--- config.mk ---
export PLATFORM = sky130hd
export DESIGN_NAME = pll_lock_ctrl
export DESIGN_NICKNAME = d
export VERILOG_FILES = /design/src/rtl/pll_lock_ctrl.sv
export SDC_FILE = /design/constraint.sdc
export NUM_CORES = 1
export LEC_CHECK = 0
export ABC_AREA = 0
export BUFFER_PORTS_ARGS = -buffer_cell sky130_fd_sc_hd__buf_2
export CAP_MARGIN = 5
export CORE_MARGIN = 2
export CORE_UTILIZATION = 30
export CTS_BUF_LIST = sky130_fd_sc_hd__clkbuf_4 sky130_fd_sc_hd__clkbuf_8
export DETAILED_ROUTE_END_ITERATION = 10
export GPL_ROUTABILITY_DRIVEN = 0
export PLACE_DENSITY = 0.44
export RECOVER_POWER = 25
export SYNTH_ARGS = -nofsm -noshare
export SYNTH_HDL_FRONTEND = slang
export SYNTH_SLANG_ARGS = --single-unit
--- constraint.sdc ---
create_clock -name clkin -period 4.64 [get_ports clkin]
set_input_delay 0.464 -clock clkin [delete_from_list [all_inputs] [get_ports clkin]]
set_output_delay 0.464 -clock clkin [all_outputs]
set_load 0.01 [all_outputs]
--- src/rtl/pll_lock_ctrl.sv ---
// pll_lock_ctrl
// Reset/lock sequencer for the PLL primitive wrapper, clocked by the PLL
// reference clock. It pulses the PLL reset, qualifies LOCK through a 2-flop
// synchronizer and a stability window, and retries on lock timeout until a
// sticky failure is declared. Run-time divider changes arrive over a
// valid/ready handshake and are applied together with a fresh PLL reset.
//
// Ports
//   clkin                                  controller clock (PLL reference)
//   reset                                  synchronous, active-high
//   pll_lock                               PLL LOCK, asynchronous to clkin
//   cfg_valid, cfg_idsel/fbdsel/odsel      reconfiguration request
//   cfg_ready                              request can be accepted this cycle
//   pll_reset, pll_idsel/fbdsel/odsel      to the PLL primitive
//   locked, user_rst                       qualified lock and its inverse
//   fail                                   sticky failure flag
//   lock_lost                              one-cycle pulse on lock loss in RUN
module pll_lock_ctrl #(
    parameter int         RST_HOLD_CYC     = 16,
    parameter int         LOCK_TIMEOUT_CYC = 65535,
    parameter int         LOCK_STABLE_CYC  = 1024,
    parameter int         MAX_RETRY        = 3,
    parameter logic [5:0] DEF_IDSEL        = 6'd0,
    parameter logic [5:0] DEF_FBDSEL       = 6'd0,
    parameter logic [5:0] DEF_ODSEL        = 6'd0
) (
    input  logic       clkin,
    input  logic       reset,
    input  logic       pll_lock,
    input  logic       cfg_valid,
    input  logic [5:0] cfg_idsel,
    input  logic [5:0] cfg_fbdsel,
    input  logic [5:0] cfg_odsel,
    output logic       cfg_ready,
    output logic       pll_reset,
    output logic [5:0] pll_idsel,
    output logic [5:0] pll_fbdsel,
    output logic [5:0] pll_odsel,
    output logic       locked,
    output logic       user_rst,
    output logic       fail,
    output logic       lock_lost
);

    // A parameter of 1 would give a zero-width counter; keep at least one bit.
    localparam int HOLD_W  = (RST_HOLD_CYC > 1) ? $clog2(RST_HOLD_CYC) : 1;
    localparam int TMO_W   = (LOCK_TIMEOUT_CYC > 1) ? $clog2(LOCK_TIMEOUT_CYC) : 1;
    localparam int STB_W   = (LOCK_STABLE_CYC > 1) ? $clog2(LOCK_STABLE_CYC) : 1;
    localparam int RETRY_W = $clog2(MAX_RETRY + 1);

    localparam logic [HOLD_W-1:0]  HOLD_LAST  = HOLD_W'(RST_HOLD_CYC - 1);
    localparam logic [TMO_W-1:0]   TMO_LAST   = TMO_W'(LOCK_TIMEOUT_CYC - 1);
    localparam logic [STB_W-1:0]   STB_LAST   = STB_W'(LOCK_STABLE_CYC - 1);
    localparam logic [RETRY_W-1:0] RETRY_LAST = RETRY_W'(MAX_RETRY - 1);
    localparam logic [RETRY_W-1:0] RETRY_MAX  = RETRY_W'(MAX_RETRY);

    typedef enum logic [2:0] {
        ST_ASSERT_RST = 3'd0,
        ST_WAIT_LOCK  = 3'd1,
        ST_STABLE     = 3'd2,
        ST_RUN        = 3'd3,
        ST_FAIL       = 3'd4
    } state_t;

    logic               lock_meta_r, lock_sync_r;
    state_t             state_r, state_nxt_s;
    logic [HOLD_W-1:0]  hold_cnt_r, hold_cnt_nxt_s;
    logic [TMO_W-1:0]   tmo_cnt_r, tmo_cnt_nxt_s;
    logic [STB_W-1:0]   stb_cnt_r, stb_cnt_nxt_s;
    logic [RETRY_W-1:0] retry_cnt_r, retry_cnt_nxt_s;
    logic               apply_pend_r, apply_pend_nxt_s;
    logic [5:0]         pend_idsel_r, pend_fbdsel_r, pend_odsel_r;
    logic [5:0]         pend_idsel_nxt_s, pend_fbdsel_nxt_s, pend_odsel_nxt_s;
    logic [5:0]         idsel_r, fbdsel_r, odsel_r;
    logic [5:0]         idsel_nxt_s, fbdsel_nxt_s, odsel_nxt_s;
    logic               pll_reset_r, locked_r, user_rst_r, fail_r, lock_lost_r, cfg_ready_r;
    logic               pll_reset_nxt_s, locked_nxt_s, cfg_ready_nxt_s, fail_nxt_s, lock_lost_nxt_s;
    logic               accept_s, timeout_s, retry_last_s;

    assign accept_s     = cfg_valid & cfg_ready_r;
    assign timeout_s    = (tmo_cnt_r == TMO_LAST);
    assign retry_last_s = (retry_cnt_r == RETRY_LAST);

    // Two-flop synchronizer bringing the asynchronous LOCK into clkin.
    always_ff @(posedge clkin) begin
        if (reset) begin
            lock_meta_r <= 1'b0;
            lock_sync_r <= 1'b0;
        end else begin
            lock_meta_r <= pll_lock;
            lock_sync_r <= lock_meta_r;
        end
    end

    // Next-state, counter and output decode; outputs follow the next state.
    always_comb begin
        state_nxt_s       = state_r;
        hold_cnt_nxt_s    = hold_cnt_r;
        tmo_cnt_nxt_s     = tmo_cnt_r;
        stb_cnt_nxt_s     = stb_cnt_r;
        retry_cnt_nxt_s   = retry_cnt_r;
        apply_pend_nxt_s  = 1'b0;
        pend_idsel_nxt_s  = pend_idsel_r;
        pend_fbdsel_nxt_s = pend_fbdsel_r;
        pend_odsel_nxt_s  = pend_odsel_r;
        idsel_nxt_s       = idsel_r;
        fbdsel_nxt_s      = fbdsel_r;
        odsel_nxt_s       = odsel_r;
        fail_nxt_s        = fail_r;
        lock_lost_nxt_s   = 1'b0;

        if (apply_pend_r) begin
            // Second cycle of an accept: dividers move in the same cycle the
            // PLL enters reset, so they never change while the PLL runs.
            state_nxt_s     = ST_ASSERT_RST;
            hold_cnt_nxt_s  = {HOLD_W{1'b0}};
            retry_cnt_nxt_s = {RETRY_W{1'b0}};
            fail_nxt_s      = 1'b0;
            idsel_nxt_s     = pend_idsel_r;
            fbdsel_nxt_s    = pend_fbdsel_r;
            odsel_nxt_s     = pend_odsel_r;
        end else if (accept_s) begin
            // Accept outranks a simultaneous lock loss; no lock_lost pulse.
            apply_pend_nxt_s  = 1'b1;
            pend_idsel_nxt_s  = cfg_idsel;
            pend_fbdsel_nxt_s = cfg_fbdsel;
            pend_odsel_nxt_s  = cfg_odsel;
        end else begin
            case (state_r)
                ST_ASSERT_RST: begin
                    if (hold_cnt_r == HOLD_LAST) begin
                        state_nxt_s   = ST_WAIT_LOCK;
                        tmo_cnt_nxt_s = {TMO_W{1'b0}};
                        stb_cnt_nxt_s = {STB_W{1'b0}};
                    end else begin
                        hold_cnt_nxt_s = hold_cnt_r + HOLD_W'(1);
                    end
                end
                ST_WAIT_LOCK: begin
                    tmo_cnt_nxt_s = tmo_cnt_r + TMO_W'(1);
                    if (timeout_s) begin
                        if (retry_last_s) begin
                            state_nxt_s     = ST_FAIL;
                            fail_nxt_s      = 1'b1;
                            retry_cnt_nxt_s = RETRY_MAX;
                        end else begin
                            state_nxt_s     = ST_ASSERT_RST;
                            hold_cnt_nxt_s  = {HOLD_W{1'b0}};
                            retry_cnt_nxt_s = retry_cnt_r + RETRY_W'(1);
                        end
                    end else if (lock_sync_r) begin
                        state_nxt_s   = ST_STABLE;
                        stb_cnt_nxt_s = {STB_W{1'b0}};
                    end else begin
                        state_nxt_s = ST_WAIT_LOCK;
                    end
                end
                ST_STABLE: begin
                    tmo_cnt_nxt_s = tmo_cnt_r + TMO_W'(1);
                    // A lock that completes its window on the timeout cycle still counts.
                    if (lock_sync_r && (stb_cnt_r == STB_LAST)) begin
                        state_nxt_s     = ST_RUN;
                        retry_cnt_nxt_s = {RETRY_W{1'b0}};
                    end else if (timeout_s) begin
                        if (retry_last_s) begin
                            state_nxt_s     = ST_FAIL;
                            fail_nxt_s      = 1'b1;
                            retry_cnt_nxt_s = RETRY_MAX;
                        end else begin
                            state_nxt_s     = ST_ASSERT_RST;
                            hold_cnt_nxt_s  = {HOLD_W{1'b0}};
                            retry_cnt_nxt_s = retry_cnt_r + RETRY_W'(1);
                        end
                    end else if (!lock_sync_r) begin
                        // Glitch: restart the window, keep the attempt timer.
                        state_nxt_s   = ST_WAIT_LOCK;
                        stb_cnt_nxt_s = {STB_W{1'b0}};
                    end else begin
                        stb_cnt_nxt_s = stb_cnt_r + STB_W'(1);
                    end
                end
                ST_RUN: begin
                    if (!lock_sync_r) begin
                        state_nxt_s     = ST_ASSERT_RST;
                        hold_cnt_nxt_s  = {HOLD_W{1'b0}};
                        retry_cnt_nxt_s = {RETRY_W{1'b0}};
                        lock_lost_nxt_s = 1'b1;
                    end else begin
                        state_nxt_s = ST_RUN;
                    end
                end
                ST_FAIL: begin
                    state_nxt_s = ST_FAIL;
                end
                default: begin
                    state_nxt_s    = ST_ASSERT_RST;
                    hold_cnt_nxt_s = {HOLD_W{1'b0}};
                end
            endcase
        end

        pll_reset_nxt_s = (state_nxt_s == ST_ASSERT_RST) || (state_nxt_s == ST_FAIL);
        locked_nxt_s    = (state_nxt_s == ST_RUN);
        cfg_ready_nxt_s = ((state_nxt_s == ST_RUN) || (state_nxt_s == ST_FAIL)) && !apply_pend_nxt_s;
    end

    // State, counter, pending-config and registered-output update.
    always_ff @(posedge clkin) begin
        if (reset) begin
            state_r       <= ST_ASSERT_RST;
            hold_cnt_r    <= {HOLD_W{1'b0}};
            tmo_cnt_r     <= {TMO_W{1'b0}};
            stb_cnt_r     <= {STB_W{1'b0}};
            retry_cnt_r   <= {RETRY_W{1'b0}};
            apply_pend_r  <= 1'b0;
            pend_idsel_r  <= DEF_IDSEL;
            pend_fbdsel_r <= DEF_FBDSEL;
            pend_odsel_r  <= DEF_ODSEL;
            idsel_r       <= DEF_IDSEL;
            fbdsel_r      <= DEF_FBDSEL;
            odsel_r       <= DEF_ODSEL;
            pll_reset_r   <= 1'b1;
            locked_r      <= 1'b0;
            user_rst_r    <= 1'b1;
            fail_r        <= 1'b0;
            lock_lost_r   <= 1'b0;
            cfg_ready_r   <= 1'b0;
        end else begin
            state_r       <= state_nxt_s;
            hold_cnt_r    <= hold_cnt_nxt_s;
            tmo_cnt_r     <= tmo_cnt_nxt_s;
            stb_cnt_r     <= stb_cnt_nxt_s;
            retry_cnt_r   <= retry_cnt_nxt_s;
            apply_pend_r  <= apply_pend_nxt_s;
            pend_idsel_r  <= pend_idsel_nxt_s;
            pend_fbdsel_r <= pend_fbdsel_nxt_s;
            pend_odsel_r  <= pend_odsel_nxt_s;
            idsel_r       <= idsel_nxt_s;
            fbdsel_r      <= fbdsel_nxt_s;
            odsel_r       <= odsel_nxt_s;
            pll_reset_r   <= pll_reset_nxt_s;
            locked_r      <= locked_nxt_s;
            user_rst_r    <= ~locked_nxt_s;
            fail_r        <= fail_nxt_s;
            lock_lost_r   <= lock_lost_nxt_s;
            cfg_ready_r   <= cfg_ready_nxt_s;
        end
    end

    assign cfg_ready  = cfg_ready_r;
    assign pll_reset  = pll_reset_r;
    assign pll_idsel  = idsel_r;
    assign pll_fbdsel = fbdsel_r;
    assign pll_odsel  = odsel_r;
    assign locked     = locked_r;
    assign user_rst   = user_rst_r;
    assign fail       = fail_r;
    assign lock_lost  = lock_lost_r;

endmodule

== After elaboration in Yosys (flattened, before gate mapping) ==
Cells that the tools add are included.

* Register bits: 80
* Input bits: 22
* Logic and storage cells: 105

* Add/subtract/negate cells: 4
* Equality and inequality tests: 17
* Multiplexer cells: 38
* Bitwise logic cells: 6
* Reductions and logical operators: 20

{| class="wikitable"
|+ Operators with widths
! cell !! number
|-
| $mux W10 || 6
|-
| $pmux W16 S2 || 1
|-
| $pmux W10 S3 || 1
|-
| $mux W3 || 8
|-
| $mux W4 || 5
|-
| $pmux W4 S5 || 1
|-
| $add A16 B1 Y16 const B || 1
|-
| $eq A16 B16 Y1 const B || 1
|-
| $mux W16 || 1
|-
| $pmux W3 S5 || 1
|-
| $ne A2 B2 Y1 const B || 7
|-
| $mux W2 || 6
|-
| $add A10 B1 Y10 const B || 1
|-
| $eq A10 B10 Y1 const B || 1
|-
| $eq A3 B2 Y1 const B || 3
|-
| $reduce_and A8 Y1 || 1
|-
| $eq A3 B3 Y1 const B || 2
|-
| $logic_not A3 Y1 || 2
|-
| $mux W1 || 6
|-
| $pmux W2 S3 || 1
|-
| $reduce_and A3 Y1 || 2
|-
| $reduce_bool A3 Y1 || 2
|-
| $not A1 Y1 || 5
|-
| $reduce_and A5 Y1 || 1
|-
| other kinds (15) || 19
|}

== Logic depth before layout (Yosys ltp) ==
Gate-level depths: netlist of the first run.

* Depth in word-level cells: 10
* Mapped depth: 9

== Worst setup path after synthesis of the first run ==
OpenSTA, ideal clock, no wires.

* Path type: register to register
* Start point: register stb_cnt_r[0]
* End point: register stb_cnt_r[9]
* Arrival: 1962 ps
* Data required time: 4570 ps
* Path slack: 2608 ps
* Cell stages (with the launch flop): 9
* Buffers on the path: 1
* Cell sequence: dfxtp_1 > ha_1 > and3_1 > and4_1 > nor2_2 > nand3_1 > clkbuf_1 > or4_1 > a21oi_1

* Cells in the longest elaborated chain, start to end: 5

{| class="wikitable"
|+ RTL lines
! element !! line !! source
|-
| start: declaration || 69 || <nowiki>logic [STB_W-1:0] stb_cnt_r, stb_cnt_nxt_s;</nowiki>
|-
| start signal: assignment || 213 || <nowiki>stb_cnt_r <= {STB_W{1'b0}};</nowiki>
|-
| start signal: assignment || 232 || <nowiki>stb_cnt_r <= stb_cnt_nxt_s;</nowiki>
|-
| $add A10 B1 Y10 || 179 || <nowiki>stb_cnt_nxt_s = stb_cnt_r + STB_W'(1);</nowiki>
|-
| $mux W10 || 174 || <nowiki>end else if (!lock_sync_r) begin</nowiki>
|-
| $mux W10 || 164 || <nowiki>end else if (timeout_s) begin</nowiki>
|-
| $mux W10 || 161 || <nowiki>if (lock_sync_r && (stb_cnt_r == STB_LAST)) begin</nowiki>
|-
| $pmux W10 S3 || 129 || <nowiki>case (state_r)</nowiki>
|}

Several ways; a longest one is shown, not always the timed one. The select of a mux whose other input is x is not followed.
A chain may end at the register's enable or synchronous reset.

== Worst setup path in the final report of the first run ==
Same ends and word-level chain as after synthesis.

==> run summary, run 1 <==
LOGIC SYNTHESIS
------------------------------------------------------------------------------
Number of standard cells after synthesis                                   374
Most frequent cells after synthesis                               dfxtp_1, nor2_1, a21oi_1
Leading cell type by number of instances after synthesis               dfxtp_1
Net count of the mapped netlist                                            401
Share of synthesized area occupied by flip-flops and latches             46.9%
Async S/R FF share, synth                                                   0%
Synthesized flop and latch total                                            80
Post-Synthesis Mean Instance Area                                     9.14 um2
Number of enable-type register cells in the synthesized netlist              0
Netlist area before placement                                         3420 um2
Dominant synthesized flop cell                                         dfxtp_1
Top cells by area, synth                                          dfxtp_1, nor2_1, mux2i_1
Post-synth cell types                                                       51
Syn. warnings                                                                0
Most area-hungry cell type in the Yosys netlist                        dfxtp_1
Share of the synthesized area in the top cell type                       46.9%

STA
------------------------------------------------------------------------------
Worst slew pin tran                                                    1840 ps
Tightest slew margin relative to the limit                              -23.0%
Period utilisation layout                                                55.4%
Final worst path period need                                           2570 ps
Final setup violation count                                                  0
Setup skew after layout                                                17.5 ps
Setup repair after global routing missed its margin                         no
Pins over their slew limit                                                  39
Final Hold Viols                                                             0
Maximum operating frequency                                          0.389 GHz
Summed negative setup slack over all endpoints                            0 ps
Worst Slack Setup Final                                                2070 ps
Final hold slack                                                        314 ps

DRT
------------------------------------------------------------------------------
Routed len/inst                                                        13.8 um
Total iterations of the first detailed-routing run                           5
Number of remaining DRC errors                                               0
Total wire length after detailed routing                               7710 um
Initial DRC count                                                          162
Via density per instance                                                  5.02
Vias after detailed routing                                               2795
Routed Antenna Nets                                                          0

GLOBAL ROUTING
------------------------------------------------------------------------------
GR Util All Layers                                                       13.0%
Antenna violations before repair                                             0
Wire length of the first global-routing pass                          13200 um
Remaining global-route overflow                                              0
Number of global-route vias before repair                                 2637
Pin count of the biggest net entering global routing                        39

CTS
------------------------------------------------------------------------------
Htree depth                                                                  3
Post-CTS setup repair buffer count                                           0
Count of cells resized by post-cts repair                                    0
Hold-fix buffer count after cts                                              0
TritonCTS clock tree                                                      done
Max clock buf depth                                                          2
Later-pin clock latency in the skew report                              360 ps
Clock Root Buffer                                                     clkbuf_8
Num Clock Sinks                                                             80
Number of buffers created by CTS                                             9
Clock-pin slew on the worst setup and hold paths                         80 ps

CRITICAL PATH
------------------------------------------------------------------------------
Kind of start point of the critical path                             flip-flop
Arrival time of data at the critical path endpoint                     2830 ps
CP Max Fanout                                                               20
Critical path, cell by cell                                       ha_1 > and3_1 > and4_1 > nor2_2 > nand3_1 > or4_1 > a21oi_1
Number of cells on the critical path                                         7
Required time of the critical path                                     4890 ps
CP max-delay cell                                                        or4_1
Worst reg-to-reg path cell count                                             7
Delay-heaviest family, CP                                         simple AND/OR/NAND/NOR gates
Kind of end point of the critical path                               flip-flop
Biggest cell delay along the critical path                              630 ps
Worst setup path class                                            flip-flop to flip-flop
Buffers and inverters on the worst path                                      0

FINISH
------------------------------------------------------------------------------
Number of standard cells in the final layout excluding fillers             557
Layout net count                                                           439
Fraction of final layout cells sized beyond drive strength 1             13.7%
N_diodes                                                                     0
Syn-to-layout area delta                                                 14.5%
Fill cell instance count of the final layout                              1138
Post-Route Utilization                                                   35.6%

PWR
------------------------------------------------------------------------------
Relative contribution of sequential cells to total power                 57.3%
Power Density                                                       309 nW/um2
Maximum vdd drop                                                      0.137 mV
Switching part of the total power                                        22.9%
Fraction of power consumed by combinational cells                         2.6%
Leakage power                                                          1.38 nW
Internal Dissipation                                                0.000931 W
Clock network fraction of design power                                   40.2%
Reported net switching power                                        0.000277 W

FLOW RUN
------------------------------------------------------------------------------
Number of max-capacitance violations reported                                1

WORST HOLD PATH
------------------------------------------------------------------------------
Path class of the lowest-slack min-delay path                     input pin to flip-flop
Number of cells on the worst hold path                                       2

PLACEMENT
------------------------------------------------------------------------------
HPWL after DPL                                                         5190 um
Cell Count Post-Placement                                                  541
Minimum setup slack after placement                                    2100 ps
Buffers on Ports                                                            45

DIE
------------------------------------------------------------------------------
Floorplan core area                                                  11000 um2
Row Count                                                                   38
Die footprint                                                        12300 um2
Vertical extent of the die                                              111 um
Die extent in x                                                         111 um
Ports placed on the boundary                                                46
Starting density of the core                                             31.1%

OUTCOME
------------------------------------------------------------------------------
Failing checks                                                    capacitance limit, slew limit
Status                                                            finished with violations

-- sequential cells by signal (all words and copies together), names as in the netlist, 2 cells and up --
name / flops
retry_cnt_r: 2
tmo_cnt_r: 16
pll_fbdsel: 6
state_r: 3
pll_odsel: 6
pend_fbdsel_r: 6
stb_cnt_r: 10
pend_idsel_r: 6
hold_cnt_r: 4
pll_idsel: 6
pend_odsel_r: 6
-- worst reg2reg max path, cell delays in order (launching register included) --
cell and delay [ps]:
dfxtp_1 330, ha_1 230, and3_1 250, and4_1 230
nor2_2 200, nand3_1 460, or4_1 630, a21oi_1 140
-- metrics by stage --
step / cell area, um2 / total power, W
after floorplan: 3420 / 0.000724
after global placement: 3750 / 0.000740
after detailed placement: 3750 / 0.000740
after CTS: 3940 / 0.00123
after global routing: 3920 / 0.00126
final: 3920 / 0.00121
-- routing by layer --
layer	vias up	part of all wire, %	global-route usage [%]
met1	1308	50	17.4
met5	-	0	0
met2	57	44	20.0
met4	0	1.5	4.25
li1	1421	-	-
met3	9	5.4	4.10
-- layout make-up --
| cell class | count | area, um2 | share of cell area (%) |
|---|---|---|---|
| sequential | 80 | 1600 | 40.9 |
| tap | 140 | 175 | 4.47 |
| multi-input combinational | 262 | 1690 | 43.1 |
| clock buffer | 13 | 160 | 4.09 |
| inverter | 11 | 41.3 | 1.05 |
| clock inverter | 3 | 25.0 | 0.639 |
| timing repair buffer | 48 | 225 | 5.75 |
-- layout by cell type, fill, tap and decap left out, drive strengths merged, types with 3 or more instances in the layout --
master,synthesis,routed
nand2,19,19
nor2b,5,5
inv,11,12
or2,7,7
ha,5,5
nand3,16,16
nand2b,3,3
clkbuf,16,31
and3,4,4
nor2,52,52
a21oi,22,22
o21ai,17,17
xor2,8,8
mux2i,18,18
or3,9,9
a22o,18,18
nand4,7,7
nor3,5,5
xnor2,4,4
and4,5,5
or4,10,10
dfxtp,80,80
buf,5,30
-- cell families after synthesis --
kind of cell | synth area share, %
buffers and inverters | 3.81
adder cells (fa/ha/maj) | 1.83
XOR/XNOR | 3.07
flip-flops | 46.9
AO/OA/AOI/OAI | 16.6
multiplexers | 5.27
AND/OR/NAND/NOR | 22.6
-- worst paths after layout --
path / from / to / slack, ps
min reg2reg: lock_meta_r / lock_sync_r / 450
max: stb_cnt_r[0] / stb_cnt_r[9] / 2070
max reg2reg: stb_cnt_r[0] / stb_cnt_r[9] / 2070
min: cfg_odsel[0] / pend_odsel_r[0] / 310
-- power by group through the flow --
| stage | logic (W) | registers [W] | clock network, W |
|---|---|---|---|
| floorplan | 0.0000172 | 0.000707 | 0 |
| global placement | 0.0000316 | 0.000708 | 0 |
| detailed placement | 0.0000318 | 0.000708 | 0 |
| CTS | 0.0000319 | 0.000692 | 0.000507 |
| global route | 0.0000348 | 0.000693 | 0.000531 |
| finish | 0.0000310 | 0.000692 | 0.000485 |
Note: power is estimated with default switching activity, not from simulation.
==> inputs of run 2 (changes only) <==
clock period = 2.5 ns   (was 4.64 ns; I/O delays follow)
==> run summary, run 2 (synthesis gave the netlist of run 1 again) <==
OUTCOME
---------------------------------------------------------------------------
Status                                                         finished, final reports clean

FINISH
---------------------------------------------------------------------------
Highest-count cells in the layout ignoring fill and taps       dfxtp_1, nor2_1, clkbuf_1
Fraction of final layout cells sized beyond drive strength 1          12.8%
N_diodes                                                                  0
Max FFs per register                                                     16
Leading registers by flop count                                tmo_cnt_r x16, stb_cnt_r x10
Layout net count                                                        444
Register bank with the most flops                                 tmo_cnt_r
Most common cell after layout, fill and taps aside                  dfxtp_1
Syn-to-layout area delta                                              15.5%

GLOBAL ROUTING
---------------------------------------------------------------------------
Antenna violations before repair                                          0
Number of global-route vias before repair                              2761
Wire length of the first global-routing pass                       13300 um
GR Util All Layers                                                    13.2%
Remaining global-route overflow                                           0
Pin count of the biggest net entering global routing                     21

CRITICAL PATH
---------------------------------------------------------------------------
Kind of end point of the critical path                            flip-flop
Timing endpoint of the critical path                           stb_cnt_r[9]
Startpoint of the worst register-to-register path              stb_cnt_r[0]
Required time of the critical path                                  2770 ps
Worst setup path class                                         flip-flop to flip-flop
Number of cells on the critical path                                      8
Buffers and inverters on the worst path                                   1
Delay-heaviest family, CP                                      simple AND/OR/NAND/NOR gates
Slack of the worst reg-to-reg path                                   230 ps
Kind of start point of the critical path                          flip-flop
Biggest cell delay along the critical path                           470 ps
Crit Reg-Reg Endpoint                                          stb_cnt_r[9]
CP Max Fanout                                                            20
CP max-delay cell                                                     or4_1
Worst reg-to-reg path cell count                                          8
Critical path, cell by cell                                    ha_1 > and3_1 > and4_1 > nor2_2 > nand3_1 > buf_4 > or4_1 > a21oi_1
Arrival time of data at the critical path endpoint                  2540 ps
Origin of the worst setup path                                 stb_cnt_r[0]

DRT
---------------------------------------------------------------------------
Routed Antenna Nets                                                       0
Total iterations of the first detailed-routing run                        4
Total wire length after detailed routing                            7740 um
Number of remaining DRC errors                                            0
Via density per instance                                               4.97
Vias after detailed routing                                            2789
Routed len/inst                                                     13.8 um
Initial DRC count                                                       145

PWR
---------------------------------------------------------------------------
Internal Dissipation                                              0.00177 W
Switching part of the total power                                     22.3%
Maximum vdd drop                                                   0.398 mV
Fraction of power consumed by combinational cells                      2.6%
Relative contribution of sequential cells to total power              56.4%
Clock network fraction of design power                                41.1%
Reported net switching power                                     0.000509 W
Power Density                                                    577 nW/um2
Leakage power                                                       1.37 nW

CTS
---------------------------------------------------------------------------
Count of cells resized by post-cts repair                                 0
Hold-fix buffer count after cts                                           0
Htree depth                                                               3
TritonCTS clock tree                                                   done
Clock-pin slew on the worst setup and hold paths                      80 ps
Later-pin clock latency in the skew report                           360 ps
Clock Root Buffer                                                  clkbuf_8
Post-CTS setup repair buffer count                                        0
Max clock buf depth                                                       2
Num Clock Sinks                                                          80
Number of buffers created by CTS                                          9

DIE
---------------------------------------------------------------------------
Die extent in x                                                      111 um
Vertical extent of the die                                           111 um
Ports placed on the boundary                                             46
Starting density of the core                                          31.1%
Die footprint                                                     12300 um2
Floorplan core area                                               11000 um2
Row Count                                                                38

STA
---------------------------------------------------------------------------
Worst slew pin tran                                                  975 ps
Final Hold Viols                                                          0
Final setup violation count                                               0
Summed negative setup slack over all endpoints                         0 ps
Final worst path period need                                        2270 ps
Maximum operating frequency                                       0.441 GHz
Tightest slew margin relative to the limit                            35.0%
Setup repair after global routing missed its margin                      no
Setup skew after layout                                             9.79 ps
Final hold slack                                                    97.7 ps
Period utilisation layout                                             90.6%
Pins over their slew limit                                                0

PLACEMENT
---------------------------------------------------------------------------
Buffers on Ports                                                         45
HPWL after DPL                                                      5310 um

WORST HOLD PATH
---------------------------------------------------------------------------
Path class of the lowest-slack min-delay path                  input pin to flip-flop
Launch instance of the worst min-delay path                    cfg_odsel[2]

FLOW RUN
---------------------------------------------------------------------------
Number of max-capacitance violations reported                             0

[run 2: final cells by class]
| cell class | count | area (um2) |
|---|---|---|
| clock buffer | 10 | 131 |
| sequential | 80 | 1600 |
| fill | 1169 | 7030 |
| inverter | 11 | 41.3 |
| clock inverter | 5 | 58.8 |
| multi-input combinational | 262 | 1690 |
| timing repair buffer | 53 | 254 |
| tap | 140 | 175 |
[run 2: worst min path at each step]
stage / cells after the start / endpoint / slack [ps]
2_1_floorplan: 1 / lock_meta_r / 380
3_3_place_gp: 1 / lock_sync_r / 440
3_5_place_dp: 1 / lock_sync_r / 440
4_1_cts: 2 / pend_odsel_r[3] / 70
5_1_grt: 2 / pend_odsel_r[2] / 70
6_report: 2 / pend_odsel_r[2] / 100
[run 2: routing by layer]
metal	global-route usage (%)	wire length [um]	vias up
met5	0	0	-
met3	6.01	528	6
met1	16.3	3600	1302
met2	21.0	3550	58
met4	3.50	55	0
li1	-	-	1423
[run 2: worst register-to-register path, cell delays in order, from the launching register on]
cell and delay [ps]:
dfxtp_1 340, ha_1 240, and3_1 250, and4_1 240, nor2_2 200, nand3_1 100
buf_4 210, or4_1 470, a21oi_1 150
[run 2: power groups by stage]
stage | Clock, W | Combinational, W | Sequential (W)
floorplan | 0 | 0.0000319 | 0.00131
global placement | 0 | 0.0000596 | 0.00131
detailed placement | 0 | 0.0000606 | 0.00131
CTS | 0.000990 | 0.0000606 | 0.00128
global route | 0.00104 | 0.0000661 | 0.00129
finish | 0.000936 | 0.0000586 | 0.00128
[run 2: metrics by stage]
stage | utilization, % | setup WS (ps) | std cells | area, um2 | power (W)
6_report | 36.0 | 234 | 561 | 3950 | 0.00228
5_1_grt | 36.0 | 68.4 | 561 | 3950 | 0.00239
4_1_cts | 36.2 | 253 | 561 | 3980 | 0.00233
3_5_place_dp | 34.5 | 267 | 546 | 3790 | 0.00138
3_3_place_gp | 34.5 | 282 | 546 | 3790 | 0.00137
2_1_floorplan | - | 468 | 374 | 3420 | 0.00134
